### src/rtl/bilinear_scale_engine.sv
// bilinear_scale_engine: 2x2-neighbourhood bilinear upscaler emitting S*S target pixels per quad, one per cycle.
// Optional macro BILIN_NEAREST_EN adds input nearest_i selecting nearest-neighbour replication weights.
module bilinear_scale_engine #(
  parameter int  DW        = 8,
  parameter int  FRAC      = 8,
  parameter int  MAX_SCALE = 4,
  localparam int SW        = $clog2(MAX_SCALE + 1)
) (
  input  logic          clk,
  input  logic          rst_n,
  input  logic [SW-1:0] scale_i,
`ifdef BILIN_NEAREST_EN
  input  logic          nearest_i,
`endif
  input  logic          in_valid,
  output logic          in_ready,
  input  logic [DW-1:0] p00,
  input  logic [DW-1:0] p10,
  input  logic [DW-1:0] p01,
  input  logic [DW-1:0] p11,
  output logic          out_valid,
  input  logic          out_ready,
  output logic [DW-1:0] out_pix,
  output logic [SW-1:0] out_tx,
  output logic [SW-1:0] out_ty,
  output logic          out_last,
  output logic          busy
);

  localparam int WW = FRAC + 1;
  localparam int TW = DW + FRAC + 1;
  localparam int AW = DW + 2 * FRAC + 1;
  localparam int RW = AW + 1;
  localparam int NS = 1 << SW;
  localparam logic [WW-1:0] W_ONE = WW'(1) << FRAC;
  localparam logic [RW-1:0] RND   = RW'(1) << (2 * FRAC - 1);

  localparam logic [0:0] ST_IDLE = 1'b0;
  localparam logic [0:0] ST_RUN  = 1'b1;

  logic [0:0]    state_reg;
  logic [SW-1:0] scale_reg;
  logic [SW-1:0] i_reg;
  logic [SW-1:0] j_reg;
  logic [DW-1:0] p00_reg, p10_reg, p01_reg, p11_reg;

  logic          s1_valid_reg;
  logic [TW-1:0] s1_top_reg, s1_bot_reg;
  logic [WW-1:0] s1_wy_reg;
  logic [SW-1:0] s1_tx_reg, s1_ty_reg;
  logic          s1_last_reg;

  logic          s2_valid_reg;
  logic [AW-1:0] s2_acc_reg;
  logic [SW-1:0] s2_tx_reg, s2_ty_reg;
  logic          s2_last_reg;

  logic          adv;
  logic          issue;
  logic          accept;
  logic          last_pos;
  logic          row_end;
  logic [SW-1:0] scale_max1;
  logic [SW-1:0] scale_eff;
  logic [WW-1:0] wx, wy, wx_c, wy_c;
  logic [TW-1:0] top_next, bot_next;
  logic [AW-1:0] acc_next;
  logic [RW-1:0] rnd_sum;
  logic [DW-1:0] pix_next;

  // Per-scale weight tables indexed by {S, k}; entries outside 1<=S, k<S are never selected.
  logic [WW-1:0] bil_lut [NS*NS];
  for (genvar gi = 0; gi < NS; gi++) begin : g_scale
    for (genvar gk = 0; gk < NS; gk++) begin : g_pos
      if (gi >= 1 && gk < gi) begin : g_w
        assign bil_lut[gi*NS+gk] = WW'((gk * (1 << FRAC) + gi / 2) / gi);
      end else begin : g_z
        assign bil_lut[gi*NS+gk] = '0;
      end
    end
  end

`ifdef BILIN_NEAREST_EN
  logic          nearest_reg;
  logic [WW-1:0] nn_lut [NS*NS];
  for (genvar gi = 0; gi < NS; gi++) begin : g_nn_scale
    for (genvar gk = 0; gk < NS; gk++) begin : g_nn_pos
      if (gi >= 1 && gk < gi && 2 * gk >= gi) begin : g_one
        assign nn_lut[gi*NS+gk] = W_ONE;
      end else begin : g_zero
        assign nn_lut[gi*NS+gk] = '0;
      end
    end
  end

  assign wx = nearest_reg ? nn_lut[{scale_reg, i_reg}] : bil_lut[{scale_reg, i_reg}];
  assign wy = nearest_reg ? nn_lut[{scale_reg, j_reg}] : bil_lut[{scale_reg, j_reg}];
`else
  assign wx = bil_lut[{scale_reg, i_reg}];
  assign wy = bil_lut[{scale_reg, j_reg}];
`endif

  always_comb begin
    scale_eff = scale_i;
    if (scale_i == '0) begin
      scale_eff = SW'(1);
    end else if (scale_i > SW'(MAX_SCALE)) begin
      scale_eff = SW'(MAX_SCALE);
    end
  end

  assign adv        = !out_valid || out_ready;
  assign issue      = (state_reg == ST_RUN) && adv;
  assign scale_max1 = scale_reg - SW'(1);
  assign row_end    = (i_reg == scale_max1);
  assign last_pos   = row_end && (j_reg == scale_max1);
  // Quad handover happens on the final-position issue so consecutive quads stream without a bubble.
  assign in_ready   = rst_n && ((state_reg == ST_IDLE) || (issue && last_pos));
  assign accept     = in_valid && in_ready;
  assign busy       = (state_reg == ST_RUN) || s1_valid_reg || s2_valid_reg || out_valid;

  always_ff @(posedge clk or negedge rst_n) begin
    if (!rst_n) begin
      state_reg <= ST_IDLE;
      scale_reg <= SW'(1);
      i_reg     <= '0;
      j_reg     <= '0;
      p00_reg   <= '0;
      p10_reg   <= '0;
      p01_reg   <= '0;
      p11_reg   <= '0;
`ifdef BILIN_NEAREST_EN
      nearest_reg <= 1'b0;
`endif
    end else if (accept) begin
      state_reg <= ST_RUN;
      scale_reg <= scale_eff;
      i_reg     <= '0;
      j_reg     <= '0;
      p00_reg   <= p00;
      p10_reg   <= p10;
      p01_reg   <= p01;
      p11_reg   <= p11;
`ifdef BILIN_NEAREST_EN
      nearest_reg <= nearest_i;
`endif
    end else if (issue) begin
      if (last_pos) begin
        state_reg <= ST_IDLE;
      end else if (row_end) begin
        i_reg <= '0;
        j_reg <= j_reg + SW'(1);
      end else begin
        i_reg <= i_reg + SW'(1);
      end
    end
  end

  assign wx_c     = W_ONE - wx;
  assign wy_c     = W_ONE - s1_wy_reg;
  assign top_next = TW'(p00_reg) * TW'(wx_c) + TW'(p10_reg) * TW'(wx);
  assign bot_next = TW'(p01_reg) * TW'(wx_c) + TW'(p11_reg) * TW'(wx);
  assign acc_next = AW'(s1_top_reg) * AW'(wy_c) + AW'(s1_bot_reg) * AW'(s1_wy_reg);

  // Weights always sum to one unit, so saturation only guards against table misuse.
  assign rnd_sum  = RW'(s2_acc_reg) + RND;
  assign pix_next = (|rnd_sum[RW-1:2*FRAC+DW]) ? '1 : rnd_sum[2*FRAC+DW-1:2*FRAC];

  always_ff @(posedge clk or negedge rst_n) begin
    if (!rst_n) begin
      s1_valid_reg <= 1'b0;
      s1_top_reg   <= '0;
      s1_bot_reg   <= '0;
      s1_wy_reg    <= '0;
      s1_tx_reg    <= '0;
      s1_ty_reg    <= '0;
      s1_last_reg  <= 1'b0;
      s2_valid_reg <= 1'b0;
      s2_acc_reg   <= '0;
      s2_tx_reg    <= '0;
      s2_ty_reg    <= '0;
      s2_last_reg  <= 1'b0;
      out_valid    <= 1'b0;
      out_pix      <= '0;
      out_tx       <= '0;
      out_ty       <= '0;
      out_last     <= 1'b0;
    end else if (adv) begin
      s1_valid_reg <= issue;
      s1_top_reg   <= top_next;
      s1_bot_reg   <= bot_next;
      s1_wy_reg    <= wy;
      s1_tx_reg    <= i_reg;
      s1_ty_reg    <= j_reg;
      s1_last_reg  <= last_pos;
      s2_valid_reg <= s1_valid_reg;
      s2_acc_reg   <= acc_next;
      s2_tx_reg    <= s1_tx_reg;
      s2_ty_reg    <= s1_ty_reg;
      s2_last_reg  <= s1_last_reg;
      out_valid    <= s2_valid_reg;
      out_pix      <= pix_next;
      out_tx       <= s2_tx_reg;
      out_ty       <= s2_ty_reg;
      out_last     <= s2_last_reg;
    end
  end

endmodule
### config.mk
export PLATFORM = sky130hd
export DESIGN_NAME = bilinear_scale_engine
export DESIGN_NICKNAME = d
export VERILOG_FILES = /design/src/rtl/bilinear_scale_engine.sv
export SDC_FILE = /design/constraint.sdc
export NUM_CORES = 2
export LEC_CHECK = 0
export BUFFER_PORTS_ARGS = -buffer_cell sky130_fd_sc_hd__buf_2
export CAP_MARGIN = 5
export CORE_MARGIN = 3
export CORE_UTILIZATION = 35
export CTS_CLUSTER_DIAMETER = 120
export DETAILED_ROUTE_END_ITERATION = 16
export PLACE_DENSITY = 0.54
export SYNTH_ARGS = -nofsm -noshare
export SYNTH_HDL_FRONTEND = slang
export SYNTH_SLANG_ARGS = --single-unit
### constraint.sdc
create_clock -name clk -period 8.1 [get_ports clk]
set_clock_uncertainty 0.1 [all_clocks]
set_input_delay 1.215 -clock clk [delete_from_list [all_inputs] [get_ports clk]]
set_output_delay 1.215 -clock clk [all_outputs]
set_load 0.005 [all_outputs]
# ---- Yosys cells after proc, flatten, opt, wreduce, memory -nomap -nowiden
# Memory sizes are Yosys's and may differ from the RTL's. A register that Yosys moved wholly into a read port is not among the register bits.
# Index checks and enable logic that the tools add are counted.
dict set report word_totals {
  register_bits 133
  mem_bits_ro 1152
  input_bits 39
  output_inout_bits 18
  word_cells 85
  mem_count 2
}
dict set report classes {
  n_addsub 9
  n_mul 6
  order_cmp 2
  n_eq_ne 3
  mux 16
  bitwise 3
  reduce_logical 20
}
# name words width rd rd_ports_with_merged_regs write_ports line
set mem_list {}
lappend mem_list {{(no name shown)} 64 9 1 1 0 100} ;# assign wy = bil_lut[{scale_reg, j_reg}];
lappend mem_list {{(no name shown)} 64 9 1 0 0 99} ;# assign wx = bil_lut[{scale_reg, i_reg}];
# cell count
set op_table {}
lappend op_table {{$mul 8x9->17} 4}
lappend op_table {{$mul 17x9->25} 2}
lappend op_table {{$add 17x17->17} 2}
lappend op_table {{$mux 3} 10}
lappend op_table {{$add 25x16->26 const B} 1}
lappend op_table {{$add 25x25->25} 1}
lappend op_table {{$mux 9} 2}
lappend op_table {{$sub 9x9->9 const A} 2}
lappend op_table {{$not 6->7} 2}
lappend op_table {{$mux 8} 1}
lappend op_table {{$ge 7x7->1 const B} 1}
lappend op_table {{$add 3x1->3 const B} 2}
lappend op_table {{$eq 3x3->1} 2}
lappend op_table {{$reduce_bool 2->1} 3}
lappend op_table {{$logic_and 1x1->1} 5}
lappend op_table {{$logic_or 1x1->1} 5}
lappend op_table {{$reduce_and 2->1} 2}
lappend op_table {{$gt 3x3->1 const B} 1}
lappend op_table {{$logic_not 3->1} 1}
lappend op_table {{$mux 1} 3}
lappend op_table {{$reduce_and 3->1} 1}
lappend op_table {{$sub 3x1->3 const B} 1}
lappend op_table {{$logic_not 1->1} 2}
lappend op_table {{$ne 2x2->1 const B} 1}
lappend op_table {{2 further kinds} 2}

# ---- Logic depth before layout (Yosys ltp)
dict set report logic_depth {
  ltp_word 9
  ltp_mapped 31
  depth_no_buf 30
}

# ---- Least setup slack after synthesis
# Ideal clock, no wire load.
dict set report synth_path {
  path_type {register -> register}
  from {register i_reg[0]}
  to {register s1_bot_reg[15]}
  setup_ns 0.128
  t_arrival_ns 7.474
  t_required_ns 7.872
  setup_slack_ns 0.398
  stages_incl_launch_ff 30
  path_buffers 2
  synth_period_minus_slack_ns 7.702
  path_cell_list {dfrtp_1 > inv_1 > ha_1 > mux4_2 > a22oi_1 > o21ai_2 > clkbuf_1 > inv_1 > ha_1 > nand2_1 > nor4_4 > xor2_2 > buf_6 > nand2_1 > fa_1 > fa_1 > fa_1 > inv_1 > fa_1 > fa_1 > inv_1 > fa_1 > inv_1 > ha_1 > or3_1 > o21ai_0 > o31ai_1 > o311ai_0 > mux2i_1 > nand3_1}
}
dict set report synth_via {
  elab_chain_len 7
  elab_cells_between_ends 8
  classes_between {2 x add/sub; 2 x mul; 2 x mux; 1 x bitwise; 1 x memory}
}
# element line
set synth_lines {}
lappend synth_lines {{start: declaration} 43} ;# logic [SW-1:0] i_reg;
lappend synth_lines {{start signal: assignment} 154} ;# i_reg <= i_reg + SW'(1);
lappend synth_lines {{$not 6->7 (not written as such) (*)} 99}
lappend synth_lines {{$mem_v2 64x9 (*)} --}
lappend synth_lines {{$mux 9 (not written as such) (*) (2 in series)} 99}
lappend synth_lines {{$sub 9x9->9} 159} ;# assign wx_c = W_ONE - wx;
lappend synth_lines {{$mul 8x9->17} 162} ;# assign bot_next = TW'(p01_reg) * TW'(wx_c) + TW'(p11_reg) * TW'(wx);
lappend synth_lines {{$add 17x17->17 (*)} 162}
lappend synth_lines {{end signal: assignment} 191} ;# s1_bot_reg <= bot_next;
lappend synth_lines {{end: declaration} 48} ;# logic [TW-1:0] s1_top_reg, s1_bot_reg;
# Mark *: on every way between the ends. The rest lies on a longest branch, timed or not. The select of a mux whose other input is x is not followed.
# A chain may end at the register's enable or synchronous reset.

# ---- Final worst setup path
# Ends and elaborated chain as after synthesis.

==> flow_summary.ini <==
[status]
status = completed

[routing]
via_per_inst = 4.72
wl_um = 58500
wl_per_cell_um = 16.0
first_pass_iters = 5
drtIter0Drc = 754
drc_errors = 0
vias = 17294
ant_nets = 0

[cells_and_area]
fillers = 7009
multi_input_area_mm2 = 0.0185
seq_area_mm2 = 0.00316
layout_common_cells = inv_1, nand2_1, fa_1
syn_to_final_growth_pct = 8.20
drive_gt1_share_pct = 6.59
antenna_cells = 0
nNetsFinal = 3442
final_common_cell = inv_1

[global_route]
overflow = 0
antenna_found_initial = 1
grtUsageTotal_pct = 17.0
grt_pass1_wl_um = 100000
grt_max_degree = 75
first_global_vias = 19057

[setup_path]
r2r-start = i_reg[0]
cp-start-kind = register
reg2reg_slack_ns = 0.41
crit_path_frequent_cell = fa_1
cp-end-kind = register
crit_arrival_ns = 7.94
r2r.worst_path.cells = 29
slowest_delay_ns = 0.55
regToRegEndpoint = s1_bot_reg[15]
crit_fanout = 11
worstPathRequired_ns = 8.35
slowest_stage = fa_1
worstSetupPathType = reg -> reg

[hold_path]
holdPathEnd = out_last
worstHoldStart = out_last
whs_path_depth = 2
hold_path_class = reg -> reg

[place]
gp_congestion = 0.861
place_hpwl_um = 48000
portBuffers = 56
dpl_worst_slack_ns = 0.103

[yosys]
synth_seq_cells = 126
mappedNetlistNets = 3439
yosys.cell_types.count = 75
synth-seq-area-share_pct = 13.0
async_flop_share_pct = 100
syn-cell-area_mm2 = 0.0243
synth-warning-count = 0
syn_inst = 2729
synth_edf_count = 0
synthFlopType = dfrtp_1
synth.avg_cell_area_um2 = 8.89

[floorplan]
dieArea_mm2 = 0.0725
core_area_mm2 = 0.0680
start_util_pct = 35.7
ios = 57
die_y_um = 269
fp-row-count = 95
die_x_um = 269

[clocking]
root_buffer = clkbuf_16
htreeDepth = 4
clock-sinks = 126
cts_buffers = 17
cts_tree = yes
clk_latency_ns = 0.48
hold_buffers = 0
cts_buffer_depth = 2
post-cts-setup-buffers = 0
clk_pin_slew_ns = 0.07

[timing]
setup_viol = 0
hold_violations = 0
fin_crit_ns = 7.69
worst_slew_pin_slew_ns = 0.833
max_slew_margin_pct = 44.5
finalWorstSetupSlack_ns = 0.409
drv_slew = 0
fin_setup_tns_ns = 0
rsz0062_at_grt = true
fmax_ghz = 0.130
period_share_pct = 94.9

[flow_run]
drv.max_cap_violation_count = 0
## metrics by stage
stage,util [%],instance area [µm²],cells,hold WS (ns)
3_5_place_dp,37.6,25600,3634,0.355
5_1_grt,38.6,26300,3666,0.379
4_1_cts,38.6,26200,3666,0.371
2_1_floorplan,-,24300,2729,0.339
6_report,38.6,26300,3666,0.366
3_3_place_gp,37.6,25600,3634,0.347
## layout make-up
cell class	instances	share of cell area, %
tap	921	4.39
inverter	580	8.29
sequential	126	12.0
clock buffer	17	1.62
multi-input combinational	1900	70.3
timing repair buffer	107	2.60
clock inverter	15	0.767
## worst max path at each step
stage / from / end / slack, ns / cells past startpoint
after floorplan: i_reg[0] / s1_bot_reg[15] / 0.40 / 29
after global placement: i_reg[0] / s1_bot_reg[15] / 0.23 / 28
after detailed placement: i_reg[0] / s1_bot_reg[15] / 0.10 / 28
after CTS: i_reg[0] / s1_bot_reg[15] / 0.09 / 28
after global routing: i_reg[0] / s1_bot_reg[15] / -0.03 / 29
final: i_reg[0] / s1_bot_reg[15] / 0.41 / 29
## cells in the mapped netlist, types with 6 or more instances
master	count	share of area, %
a21oi_1	65	1.3
xnor2_1	44	1.6
nor3_1	12	0.25
or2_2	6	0.15
nand2_1	465	7.2
xor2_1	17	0.61
dfrtp_1	125	13
a31oi_1	10	0.26
nor2_1	72	1.1
nand3_1	17	0.35
clkbuf_1	73	1.1
fa_1	441	36
or3_1	9	0.23
o21bai_1	7	0.22
nand2b_1	11	0.28
o211ai_1	6	0.19
and2_1	293	7.6
nor2b_1	23	0.59
ha_1	230	12
o21ai_0	39	0.80
buf_1	30	0.46
a21o_1	12	0.37
mux2i_1	9	0.37
and3_1	14	0.36
o31ai_1	13	0.40
inv_1	578	8.9
buf_2	11	0.23
a211oi_1	7	0.22
## metal layers
layer,vias up,routed length [µm],track usage (%)
met5,-,0,0
met4,0,1010,4.40
met3,54,1980,2.28
met2,275,28000,28.9
met1,8793,27500,23.0
li1,8172,-,-
## kinds of logic (layout without fill, tap and decap cells)
kind of cell             Yosys count  count (layout)  synth area share [%]
XOR/XNOR                          64              64                  2.40
flip-flops                       126             126                  13.0
multiplexers                      15              15                 0.727
buffers and inverters            703             719                  11.1
AND/OR/NAND/NOR                  949             949                  19.1
adder cells (fa/ha/maj)          671             671                  48.2
AO/OA/AOI/OAI                    201             201                  5.46
## worst max-delay path: cells and delay by family, from the launching register on
kind	cells	cell delay, ns
adders and majority gates	9	3.62
AOI/OAI and AO/OA	5	1.01
and+or+nand+nor	5	0.88
muxes	3	0.63
buffers and inverters	6	0.62
DFF	1	0.46
xor gates and xnor gates	1	0.25
## what timing repair did
item | 4_1_cts | 5_1_grt
setup endpoints to repair | 0 | 8
endpoints found under the hold margin | 0 | 0
resized for setup | 0 | 10
Power is not shown: default switching activity piles up to over one toggle a cycle in this logic, so the estimate is an artifact.
